**src/rtl/fsbm_pkg.sv**
```systemverilog
// Shared types for the full-search block-matching engine: data widths, sequencer states
// and the {mad, mvx, mvy} result record used by the compare unit and the top.
package fsbm_pkg;

  localparam int SAD_W = 12;
  localparam int MV_W  = 4;

  typedef enum logic [2:0] {
    ST_IDLE,
    ST_CLEAR,
    ST_ACCUM,
    ST_COMPARE,
    ST_WAIT_CMP,
    ST_DONE
  } fsbm_state_e;

  typedef struct packed {
    logic [SAD_W-1:0] mad;
    logic [MV_W-1:0]  mvx;
    logic [MV_W-1:0]  mvy;
  } fsbm_result_t;

endpackage

```
**src/rtl/fsbm_best_track.sv**
```systemverilog
// Global-best tracker: keeps the lowest row winner seen so far and presents it as the
// search result while the sequencer is in DONE.
module fsbm_best_track
  import fsbm_pkg::*;
(
  input  logic         clk,
  input  logic         rst_n,
  input  logic         init,
  input  logic         upd,
  input  fsbm_result_t cand,
  input  logic         res_en,
  output fsbm_result_t res
);

  fsbm_result_t best;

  // Strict less-than: on equal SAD the earlier row is kept.
  always_ff @(posedge clk or negedge rst_n) begin
    if (!rst_n) begin
      best <= '{mad: '1, mvx: '0, mvy: '0};
    end else if (init) begin
      best <= '{mad: '1, mvx: '0, mvy: '0};
    end else if (upd && (cand.mad < best.mad)) begin
      best <= cand;
    end
  end

  assign res = res_en ? best : '0;

endmodule

```
**src/rtl/fsbm_search_ctrl.sv**
```systemverilog
// Search sequencer: for one block it walks NUM_ROWS candidate rows (clear, accumulate,
// compare, wait), folds row winners into a global best and hands {mad, mvx, mvy} out.
module fsbm_search_ctrl
  import fsbm_pkg::*;
#(
  parameter int NUM_ROWS   = 16,
  parameter int ACC_CYCLES = 16
) (
  input  logic                          clk,
  input  logic                          rst_n,
  input  logic                          start,
  output logic                          busy,
  output logic                          pe_clear,
  output logic                          pe_acc_en,
  output logic [$clog2(ACC_CYCLES)-1:0] pix_line,
  output logic                          cmp_enable,
  output logic [MV_W-1:0]               cmp_row,
  input  logic                          cmp_valid,
  input  logic [SAD_W-1:0]              cmp_mad,
  input  logic [MV_W-1:0]               cmp_mvx,
  output logic                          res_valid,
  input  logic                          res_ready,
  output logic [SAD_W-1:0]              res_mad,
  output logic [MV_W-1:0]               res_mvx,
  output logic [MV_W-1:0]               res_mvy
);

  localparam int PIX_W = $clog2(ACC_CYCLES);

  fsbm_state_e      state, state_nxt;
  logic [MV_W-1:0]  row, row_nxt;
  logic [PIX_W-1:0] pix_nxt;
  logic             best_init, best_upd;
  fsbm_result_t     cand, result;

  always_comb begin
    state_nxt = state;
    row_nxt   = row;
    pix_nxt   = pix_line;
    best_init = 1'b0;
    best_upd  = 1'b0;
    case (state)
      ST_IDLE: begin
        if (start) begin
          state_nxt = ST_CLEAR;
          row_nxt   = '0;
          best_init = 1'b1;
        end
      end
      ST_CLEAR: begin
        state_nxt = ST_ACCUM;
        pix_nxt   = '0;
      end
      ST_ACCUM: begin
        if (pix_line == PIX_W'(ACC_CYCLES - 1)) begin
          state_nxt = ST_COMPARE;
          pix_nxt   = '0;
        end else begin
          pix_nxt = pix_line + PIX_W'(1);
        end
      end
      ST_COMPARE: state_nxt = ST_WAIT_CMP;
      ST_WAIT_CMP: begin
        if (cmp_valid) begin
          best_upd = 1'b1;
          if (row == MV_W'(NUM_ROWS - 1)) begin
            state_nxt = ST_DONE;
          end else begin
            row_nxt   = row + MV_W'(1);
            state_nxt = ST_CLEAR;
          end
        end
      end
      ST_DONE: begin
        if (res_ready) state_nxt = ST_IDLE;
      end
      default: state_nxt = ST_IDLE;
    endcase
  end

  // Control outputs are registered from the next state so they line up with the state.
  always_ff @(posedge clk or negedge rst_n) begin
    if (!rst_n) begin
      state      <= ST_IDLE;
      row        <= '0;
      pix_line   <= '0;
      busy       <= 1'b0;
      pe_clear   <= 1'b0;
      pe_acc_en  <= 1'b0;
      cmp_enable <= 1'b0;
      cmp_row    <= '0;
      res_valid  <= 1'b0;
    end else begin
      state      <= state_nxt;
      row        <= row_nxt;
      pix_line   <= pix_nxt;
      busy       <= (state_nxt != ST_IDLE);
      pe_clear   <= (state_nxt == ST_CLEAR);
      pe_acc_en  <= (state_nxt == ST_ACCUM);
      cmp_enable <= (state_nxt == ST_COMPARE);
      cmp_row    <= (state_nxt inside {ST_CLEAR, ST_ACCUM, ST_COMPARE, ST_WAIT_CMP}) ? row_nxt : '0;
      res_valid  <= (state_nxt == ST_DONE);
    end
  end

  assign cand = {cmp_mad, cmp_mvx, row};

  fsbm_best_track u_best (
    .clk    (clk),
    .rst_n  (rst_n),
    .init   (best_init),
    .upd    (best_upd),
    .cand   (cand),
    .res_en (res_valid),
    .res    (result)
  );

  assign res_mad = result.mad;
  assign res_mvx = result.mvx;
  assign res_mvy = result.mvy;

endmodule

```
**config.mk**
```make
export PLATFORM = sky130hd
export DESIGN_NAME = fsbm_search_ctrl
export DESIGN_NICKNAME = d
export VERILOG_FILES = /design/src/rtl/fsbm_pkg.sv /design/src/rtl/fsbm_best_track.sv /design/src/rtl/fsbm_search_ctrl.sv
export SDC_FILE = /design/constraint.sdc
export NUM_CORES = 1
export LEC_CHECK = 0
export BUFFER_PORTS_ARGS = -buffer_cell sky130_fd_sc_hd__buf_4
export CAP_MARGIN = 15
export CORE_UTILIZATION = 58
export DETAILED_ROUTE_END_ITERATION = 6
export PLACE_DENSITY = 0.95
export SYNTH_ARGS = -nofsm -noshare
export SYNTH_HDL_FRONTEND = slang
export SYNTH_SLANG_ARGS = --single-unit
```
**constraint.sdc**
```tcl
create_clock -name clk -period 3.7 [get_ports clk]
set_clock_uncertainty 0.1 [all_clocks]
set_input_delay 0.74 -clock clk [delete_from_list [all_inputs] [get_ports clk]]
set_output_delay 0.74 -clock clk [all_outputs]
set_load 0.01 [all_outputs]
```
==> results of run 1 <==
## report_power, final
part / internal, mW / switching [mW]
logic: 0.374 / 0.415
registers: 0.624 / 0.165
clock network: 0.132 / 0.155
total: 1.13 / 0.736
## worst max-delay path: cells and delay by family (launching register included)
family	cells	cell delay, ns
muxes	1	0.23
buffers and inverters	2	0.37
DFF	1	0.55
AOI/OAI and AO/OA	3	0.73
adders and majority gates	1	0.31
## sequential cells by signal (all words and copies together) (netlist names)
signal       cells
u_best.best     20
cmp_row          4
pix_line         4
row              4
state            3
busy             1
cmp_enable       1
pe_acc_en        1
pe_clear         1
res_valid        1
## cell usage in the layout (no fill, tap or decap), types with 2 or more instances in the layout
cell,Yosys,layout
buf_4,0,54
inv_1,32,32
dfrtp_1,28,28
and2_1,24,24
mux2i_1,21,21
nand2_1,17,17
nor2_1,17,17
ha_1,13,13
dfstp_2,12,12
nand3_1,9,9
a21oi_1,7,7
o21ai_0,7,7
clkbuf_8,0,5
nand2b_1,4,4
o21ai_1,4,4
nand4_1,4,4
a22o_1,3,3
a21o_1,3,3
nor3_1,3,3
a211oi_1,2,2
a21oi_2,2,2
clkbuf_1,3,2
## how the worst min path moves through the flow
stage,startpoint,end,slack (ns),depth (start not counted)
3_3_place_gp,pix_line[3],pix_line[3],0.40,1
2_1_floorplan,rst_n,busy,0.34,0
4_1_cts,rst_n,row[0],0.32,1
6_report,rst_n,u_best.best[5],0.30,1
3_5_place_dp,pix_line[3],pix_line[3],0.41,1
5_1_grt,rst_n,row[1],0.33,1
## kinds of logic (layout without fill, tap and decap cells)
logic type               Yosys count  in the layout  share of synthesized area
flip-flops                        40             40                      0.447
buffers and inverters             43             94                     0.0831
AND/OR/NAND/NOR                   86             86                      0.196
XOR/XNOR                           1              1                    0.00385
AO/OA/AOI/OAI                     36             36                      0.106
multiplexers                      21             21                     0.0925
adder cells (fa/ha/maj)           13             13                     0.0715
## per-stage QoR
stage	area [um2]	setup WS (ns)	power (mW)
finish	2750	1.32	1.87
global route	2750	1.20	2.01
CTS	2750	1.31	1.87
detailed placement	2670	1.03	1.58
global placement	2670	1.08	1.54
floorplan	2270	1.53	1.30
## per-layer routing
layer | GRT usage | up-vias
met4 | 0.106 | 0
met3 | 0.0581 | 13
li1 | - | 897
met5 | 0 | -
met1 | 0.286 | 879
met2 | 0.445 | 61
## layout make-up
type | count | area [um2] | share of cell area
Tap cell | 48 | 60.1 | 0.0218
Timing Repair Buffer | 54 | 405 | 0.147
Inverter | 32 | 120 | 0.0437
Clock buffer | 7 | 76.3 | 0.0277
Sequential cell | 40 | 1020 | 0.369
Clock inverter | 1 | 5.00 | 0.00182
Multi-Input combinational cell | 157 | 1070 | 0.388
## synth_stat cells (2+ instances only)
library cell,instances,area [um2]
nor3_1,3,15.0
nand4_1,4,25.0
dfstp_2,12,315
nand2b_1,4,25.0
and2_1,24,150
buf_2,4,20.0
mux2i_1,21,210
o21ai_0,7,35.0
clkbuf_1,3,11.3
a22o_1,3,26.3
o21ai_1,4,20.0
nor2_1,17,63.8
ha_1,13,163
inv_1,32,120
a21o_1,3,22.5
buf_6,3,33.8
a211oi_1,2,15.0
a21oi_1,7,35.0
dfrtp_1,28,701
nand3_1,9,45.0
nand2_1,17,63.8
a21oi_2,2,17.5
==> results.cfg, run 1 <==
[status]
status = finished clean

[synthesis]
syn_inst = 240
synth_nets = 274
ys.flop_type = dfrtp_1
synth.ff_latch_count = 40
synth_edf_count = 0
ys_types = 40
synthArstFlopShare = 1.00
avgSynthCellArea_um2 = 9.47
synth_area_um2 = 2270
seq_area_frac_synth = 0.447
synth_warnings = 0

[global_routing]
track_usage = 0.250
grt_pass1_vias = 1786
grt_max_degree = 41
grt_pass1_wl_um = 7870
antenna_found_initial = 0
overflow = 0

[sta]
max_freq_mhz = 419
relSlewSlack = 0.655
setup_viol = 0
finalMaxSlewViolations = 0
hold_viol_final = 0
finalCritPeriodShare = 0.645
tns_ns = 0
rsz0062_at_grt = false
period_needed_ns = 2.38
hold_slack_ns = 0.304
tightest_slew_ns = 0.517

[cts]
post_cts_buffers = 0
clockBufferDepth = 2
cts_hold_buf = 0
cts_root_buf = clkbuf_8
cts_resized = 0
cts.sinks = 40
cts_tree = done
ctsHtreeMaxLevel = 2
cts.reportedPaths.clkPinSlew_ns = 0.08
cts-buffers-inserted = 5
insertion_delay_ns = 0.30

[floorplanning]
dieArea_um2 = 4170
fp.coreArea_um2 = 3720
num_rows = 22
die_w_um = 64.6
dieHeight_um = 64.6
ios = 54
start_util = 0.612

[route]
drt_iter0_drc = 116
wl_um = 4670
ant_nets = 0
vias = 1850
drtPass1Iterations = 4
drc = 0
drt-wirelength-per-cell_um = 13.8
routed-wl-met2_um = 2340
dr_wl_met3_um = 252
highest_layer = met4
viasPerCell = 5.46
wl_met1_um = 1960

[final_layout]
fillers = 277
area_growth_pct = 21.0
antenna_cells = 0
layout-drive-gt1-share = 0.258
finalNetCount = 324
utilization = 0.740
instances_no_fill = 339

[place]
portBuffers = 53
placed_cells = 331
gp_congestion = 0.808
dp_hpwl_um = 3380

[worst_setup_path]
cp_slowest_cell = dfstp_2
ff2ff_path_depth = 7
timing.reg2reg.setup_slack_ns = 1.32
worstReg2RegEnd = u_best.best[10]
crit_fanout = 12
required_ns = 3.83
cp-start-kind = register
cp_slowest_stage_delay_ns = 0.55
endpoint = u_best.best[10]
crit_chain = inv_1, ha_1, a21oi_1, a21boi_0, a2111o_1, buf_4, mux2i_1
crit_type = register to register
crit_arrival_ns = 2.51
r2r-start = u_best.best[18]
crit_start = u_best.best[18]
end_kind = register

[power]
ir_drop_uv = 425
leakagePower_nw = 1.61
powerDensity_nw_per_um2 = 678

[worst_hold_path]
hp-class = input port to async pin

[run]
drv_cap = 0
Note: power is estimated with default switching activity, not from simulation.
==> run 2, diff against run 1 <==
CORE_UTILIZATION = 53   (was 58)
PLACE_DENSITY = 0.89   (was 0.95)
clock period = 2.3 ns   (was 3.7 ns; I/O delays follow)
==> run 2 against run 1 <==
  * Register-to-register slack got worse by 1.1 ns
  * Final cell count is 1.2% higher
  * Sequential cell count stayed put
  * Utilization down 5.6 points
  * Via count about the same
  * Total power rose by 61%
  * Design area increased by 0.95%
  * Routed wire length fell by 5.2%
  * Setup slack lost 1.1 ns
  * Worst hold slack worse by 0.26 ns
  * Critical endpoint is now u_best.best[6]
==> results.cfg, run 2 (same netlist as run 1, synthesis figures left out) <==
[status]
status = finished clean

[sta]
max_freq_mhz = 470
rsz0062_at_grt = false
finalMaxSlewViolations = 0
setup_viol = 0
tns_ns = 0
period_needed_ns = 2.13
hold_viol_final = 0
tightest_slew_ns = 0.516
relSlewSlack = 0.656
finalCritPeriodShare = 0.925
fin_ws_ns = 0.173

[floorplanning]
ios = 54
dieArea_um2 = 4560
num_rows = 23
fp.coreArea_um2 = 4060
dieHeight_um = 67.5
start_util = 0.560
die_w_um = 67.5

[cts]
post_cts_buffers = 0
cts_root_buf = clkbuf_8
cts_resized = 0
cts-buffers-inserted = 5
cts.reportedPaths.clkPinSlew_ns = 0.07
cts_tree = done
cts_hold_buf = 0
cts.sinks = 40
clockBufferDepth = 2
insertion_delay_ns = 0.28
ctsHtreeMaxLevel = 2

[route]
drt-wirelength-per-cell_um = 12.9
drc = 0
vias = 1849
wl_um = 4420
drt_iter0_drc = 71
drtPass1Iterations = 4
ant_nets = 0
viasPerCell = 5.39

[final_layout]
fin_area_um2 = 2780
layout_common_cells = buf_4 (56), inv_1 (32), dfrtp_1 (28)
finalNetCount = 326
antenna_cells = 0
regArea_um2 = 1020
layout_commonest_cell = buf_4
largest_reg_flops = 20
regMostFlops = u_best.best
area_growth_pct = 22.2
fillers = 334
layout-drive-gt1-share = 0.263
multiInputGateArea_um2 = 1070

[place]
pre_cts_ws_ns = 0.160
portBuffers = 53
dp_hpwl_um = 3300
place_area_um2 = 2690
gp_congestion = 0.853

[worst_setup_path]
crit_fanout = 15
cp_slowest_stage_delay_ns = 0.55
worstReg2RegEnd = u_best.best[6]
path_delay_family = compound AO/OA/AOI/OAI gates
required_ns = 2.36
r2r-start = u_best.best[13]
crit_arrival_ns = 2.19
cp_slowest_cell = dfstp_2
end_kind = register
ff2ff_path_depth = 8
path_buf_inv = 2
cp-start-kind = register
timing.reg2reg.setup_slack_ns = 0.17
crit_chain = inv_1, ha_1, a21o_1, nand3_1, a21oi_1, a2111o_1, buf_4, mux2i_1
crit_type = register to register

[global_routing]
overflow = 0
track_usage = 0.223
grt_pass1_wl_um = 7450
grt_max_degree = 41
grt_pass1_vias = 1757
antenna_found_initial = 0

[power]
leakagePower_nw = 1.62
ir_drop_uv = 725
seqPwrFrac = 0.417
clkPwrFrac = 0.155
pwr-share-comb = 0.428
internal-power_mw = 1.86
switchingPower_mw = 1.15
powerDensity_nw_per_um2 = 1080
switching_share = 0.382

[worst_hold_path]
hp-class = input port to async pin

[run]
drv_cap = 0
run 2: cell count changes in the layout (fill, tap and decap cells not counted):
cell,before,now
clkbuf_8,5,6
buf_4,54,56
clkinv_2,1,0
run 2: power by group through the flow:
stage / Combinational (mW) / Clock (mW) / Sequential, mW
after CTS: 1.30 / 0.484 / 1.25
after global routing: 1.46 / 0.515 / 1.29
after detailed placement: 1.29 / 0 / 1.27
after global placement: 1.24 / 0 / 1.25
final: 1.29 / 0.467 / 1.26
after floorplan: 0.935 / 0 / 1.16
run 2: metrics by stage:
stage               power (mW)  hold WS [ns]   util  cells
global route              3.27        0.0649  0.685    343
CTS                       3.04        0.0479  0.685    343
detailed placement        2.56         0.364  0.662    335
floorplan                 2.10        0.0644      -    240
finish                    3.01        0.0405  0.685    343
global placement          2.49         0.358  0.662    335
run 2: how the worst max path moves through the flow:
| stage | depth (start not counted) | endpoint | startpoint |
|---|---|---|---|
| 4_1_cts | 8 | u_best.best[6] | u_best.best[13] |
| 6_report | 8 | u_best.best[6] | u_best.best[13] |
| 3_5_place_dp | 8 | u_best.best[6] | cmp_mad[5] |
| 2_1_floorplan | 8 | u_best.best[0] | u_best.best[13] |
| 5_1_grt | 8 | u_best.best[15] | u_best.best[13] |
| 3_3_place_gp | 8 | u_best.best[5] | cmp_mad[5] |
run 2: final cells by class:
class	instances	share of cell area
multi-input combinational	157	0.385
sequential	40	0.366
timing repair buffer	56	0.151
inverter	32	0.0432
clock buffer	8	0.0324
tap	50	0.0225
run 2: per-layer routing:
metal / vias up / share of wire / global-route usage
li1: 900 / - / -
met1: 889 / 0.44 / 0.264
met2: 53 / 0.50 / 0.382
met3: 7 / 0.056 / 0.0541
met4: 0 / 0.013 / 0.0931
met5: - / 0 / 0
==> run 3, diff against run 2 <==
GPL_TIMING_DRIVEN = 0   (was default)
==> run 3 against run 2 <==
  * Die area did not move
  * Clock power rose by 20%
  * Critical path depth fell by 1
  * Via count down 0.11%
  * Sequential cell count unchanged
  * Total power is 4.9% higher
  * Sequential power down 7%
  * Global-route usage rose by 0.38 points
  * Sequential share of layout area shrank 0.82 points
  * Critical path type unchanged
  * Highest routed layer unchanged
==> results.cfg, run 3 (same netlist as run 1, synthesis figures left out) <==
[floorplanning]
dieHeight_um = 67.5
dieArea_um2 = 4560
ios = 54
die_w_um = 67.5
num_rows = 23
start_util = 0.560
fp.coreArea_um2 = 4060

[route]
wl_um = 4670
drtPass1Iterations = 4
drt_iter0_drc = 108
ant_nets = 0
viasPerCell = 5.26
vias = 1847
drt-wirelength-per-cell_um = 13.3
drc = 0

[cts]
cts_resized = 0
clockBufferDepth = 2
cts_tree = done
cts_hold_buf = 0
ctsHtreeMaxLevel = 2
post_cts_buffers = 0
insertion_delay_ns = 0.30
cts_root_buf = clkbuf_8
cts.sinks = 40
cts-buffers-inserted = 5
cts.reportedPaths.clkPinSlew_ns = 0.08

[worst_setup_path]
end_kind = register
crit_arrival_ns = 2.23
cp_slowest_cell = dfstp_2
cp_slowest_stage_delay_ns = 0.54
required_ns = 2.41
crit_chain = inv_1, ha_1, a21oi_2, o21ai_1, a2111o_1, buf_6, mux2i_1
crit_fanout = 10
crit_type = register to register
path_buf_inv = 2
crit_start = u_best.best[11]
cp-start-kind = register
path_delay_family = compound AO/OA/AOI/OAI gates
r2r-start = u_best.best[11]

[final_layout]
antenna_cells = 0
layout-drive-gt1-share = 0.272
multiInputGateArea_um2 = 1070
layout_commonest_cell = buf_4
area_growth_pct = 25.0
layout_common_cells = buf_4 (53), inv_1 (32), dfrtp_1 (28)
regArea_um2 = 1020
largest_reg_flops = 20
instances_no_fill = 351
fillers = 323
regMostFlops = u_best.best
finalNetCount = 334

[power]
pwr-share-comb = 0.453
clkPwrFrac = 0.178
powerDensity_nw_per_um2 = 1110
ir_drop_uv = 542
leakagePower_nw = 1.66
switchingPower_mw = 1.18
power_mw = 3.16
seqPwrFrac = 0.369
internal-power_mw = 1.98
switching_share = 0.375

[place]
dp_hpwl_um = 3450
pre_cts_ws_ns = 0.156
gp_congestion = 0.795
portBuffers = 53
placed_cells = 343

[sta]
hold_viol_final = 0
period_needed_ns = 2.12
tightest_slew_ns = 0.510
fin_ws_ns = 0.184
setup_viol = 0
tns_ns = 0
finalMaxSlewViolations = 0
rsz0062_at_grt = false
hold_slack_ns = 0.0349
finalCritPeriodShare = 0.920
max_freq_mhz = 473
relSlewSlack = 0.660

[run]
drv_cap = 0

[status]
status = finished clean

[global_routing]
antenna_found_initial = 0
track_usage = 0.227
grt_pass1_vias = 1721
overflow = 0
grt_max_degree = 41
grt_pass1_wl_um = 7500

[worst_hold_path]
hp-class = input port to async pin
==> run 3: cell types whose count changed in the layout (fill, tap and decap cells not counted) <==
cell,change
clkbuf_1,+2
buf_6,+3
buf_4,-3
clkbuf_8,-1
buf_1,+1
bufinv_16,+1
buf_2,+4
clkinv_2,+1
==> run 3: final timing paths <==
| path | endpoint | depth (start not counted) | slack, ns |
|---|---|---|---|
| worst min register to register | pix_line[3] | 1 | 0.42 |
| worst max register to register | u_best.best[13] | 7 | 0.18 |
| worst max-delay path | u_best.best[13] | 7 | 0.18 |
| worst min-delay path | pe_clear | 1 | 0.03 |
| min in group clk | u_best.best[18] | 3 | 0.27 |
| max in group asynchronous | u_best.best[16] | 1 | 1.70 |
==> run 3: area by class of cell <==
type	instances	share of cell area
multi-input combinational	157	0.376
clock buffer	6	0.0255
clock inverter	2	0.0123
sequential	40	0.358
inverter	32	0.0423
timing repair buffer	53	0.140
buffer	11	0.0242
tap	50	0.0220
==> run 3: layer usage <==
layer  GRT usage  vias up  part of all wire
met5           0        -                 0
met4       0.120        0             0.021
met3      0.0541        9             0.051
met2       0.376       55              0.50
met1       0.270      864              0.43
li1            -      919                 -
==> run 3: metrics by stage <==
step,util,instance area [um2]
2_1_floorplan,-,2270
6_report,0.700,2840
3_3_place_gp,0.674,2730
4_1_cts,0.700,2840
5_1_grt,0.700,2840
3_5_place_dp,0.674,2730
==> run 3: worst reg2reg max path, stage by stage (launching register included) <==
cell      delay [ns]
dfstp_2         0.54
inv_1           0.04
ha_1            0.30
a21oi_2         0.14
o21ai_1         0.10
a2111o_1        0.46
buf_6           0.18
mux2i_1         0.18
==> run 3: power groups by stage <==
stage | registers (mW) | logic, mW | clock network [mW]
3_5_place_dp | 1.18 | 1.44 | 0
6_report | 1.17 | 1.43 | 0.562
3_3_place_gp | 1.16 | 1.39 | 0
5_1_grt | 1.20 | 1.61 | 0.608
2_1_floorplan | 1.16 | 0.935 | 0
4_1_cts | 1.17 | 1.45 | 0.584
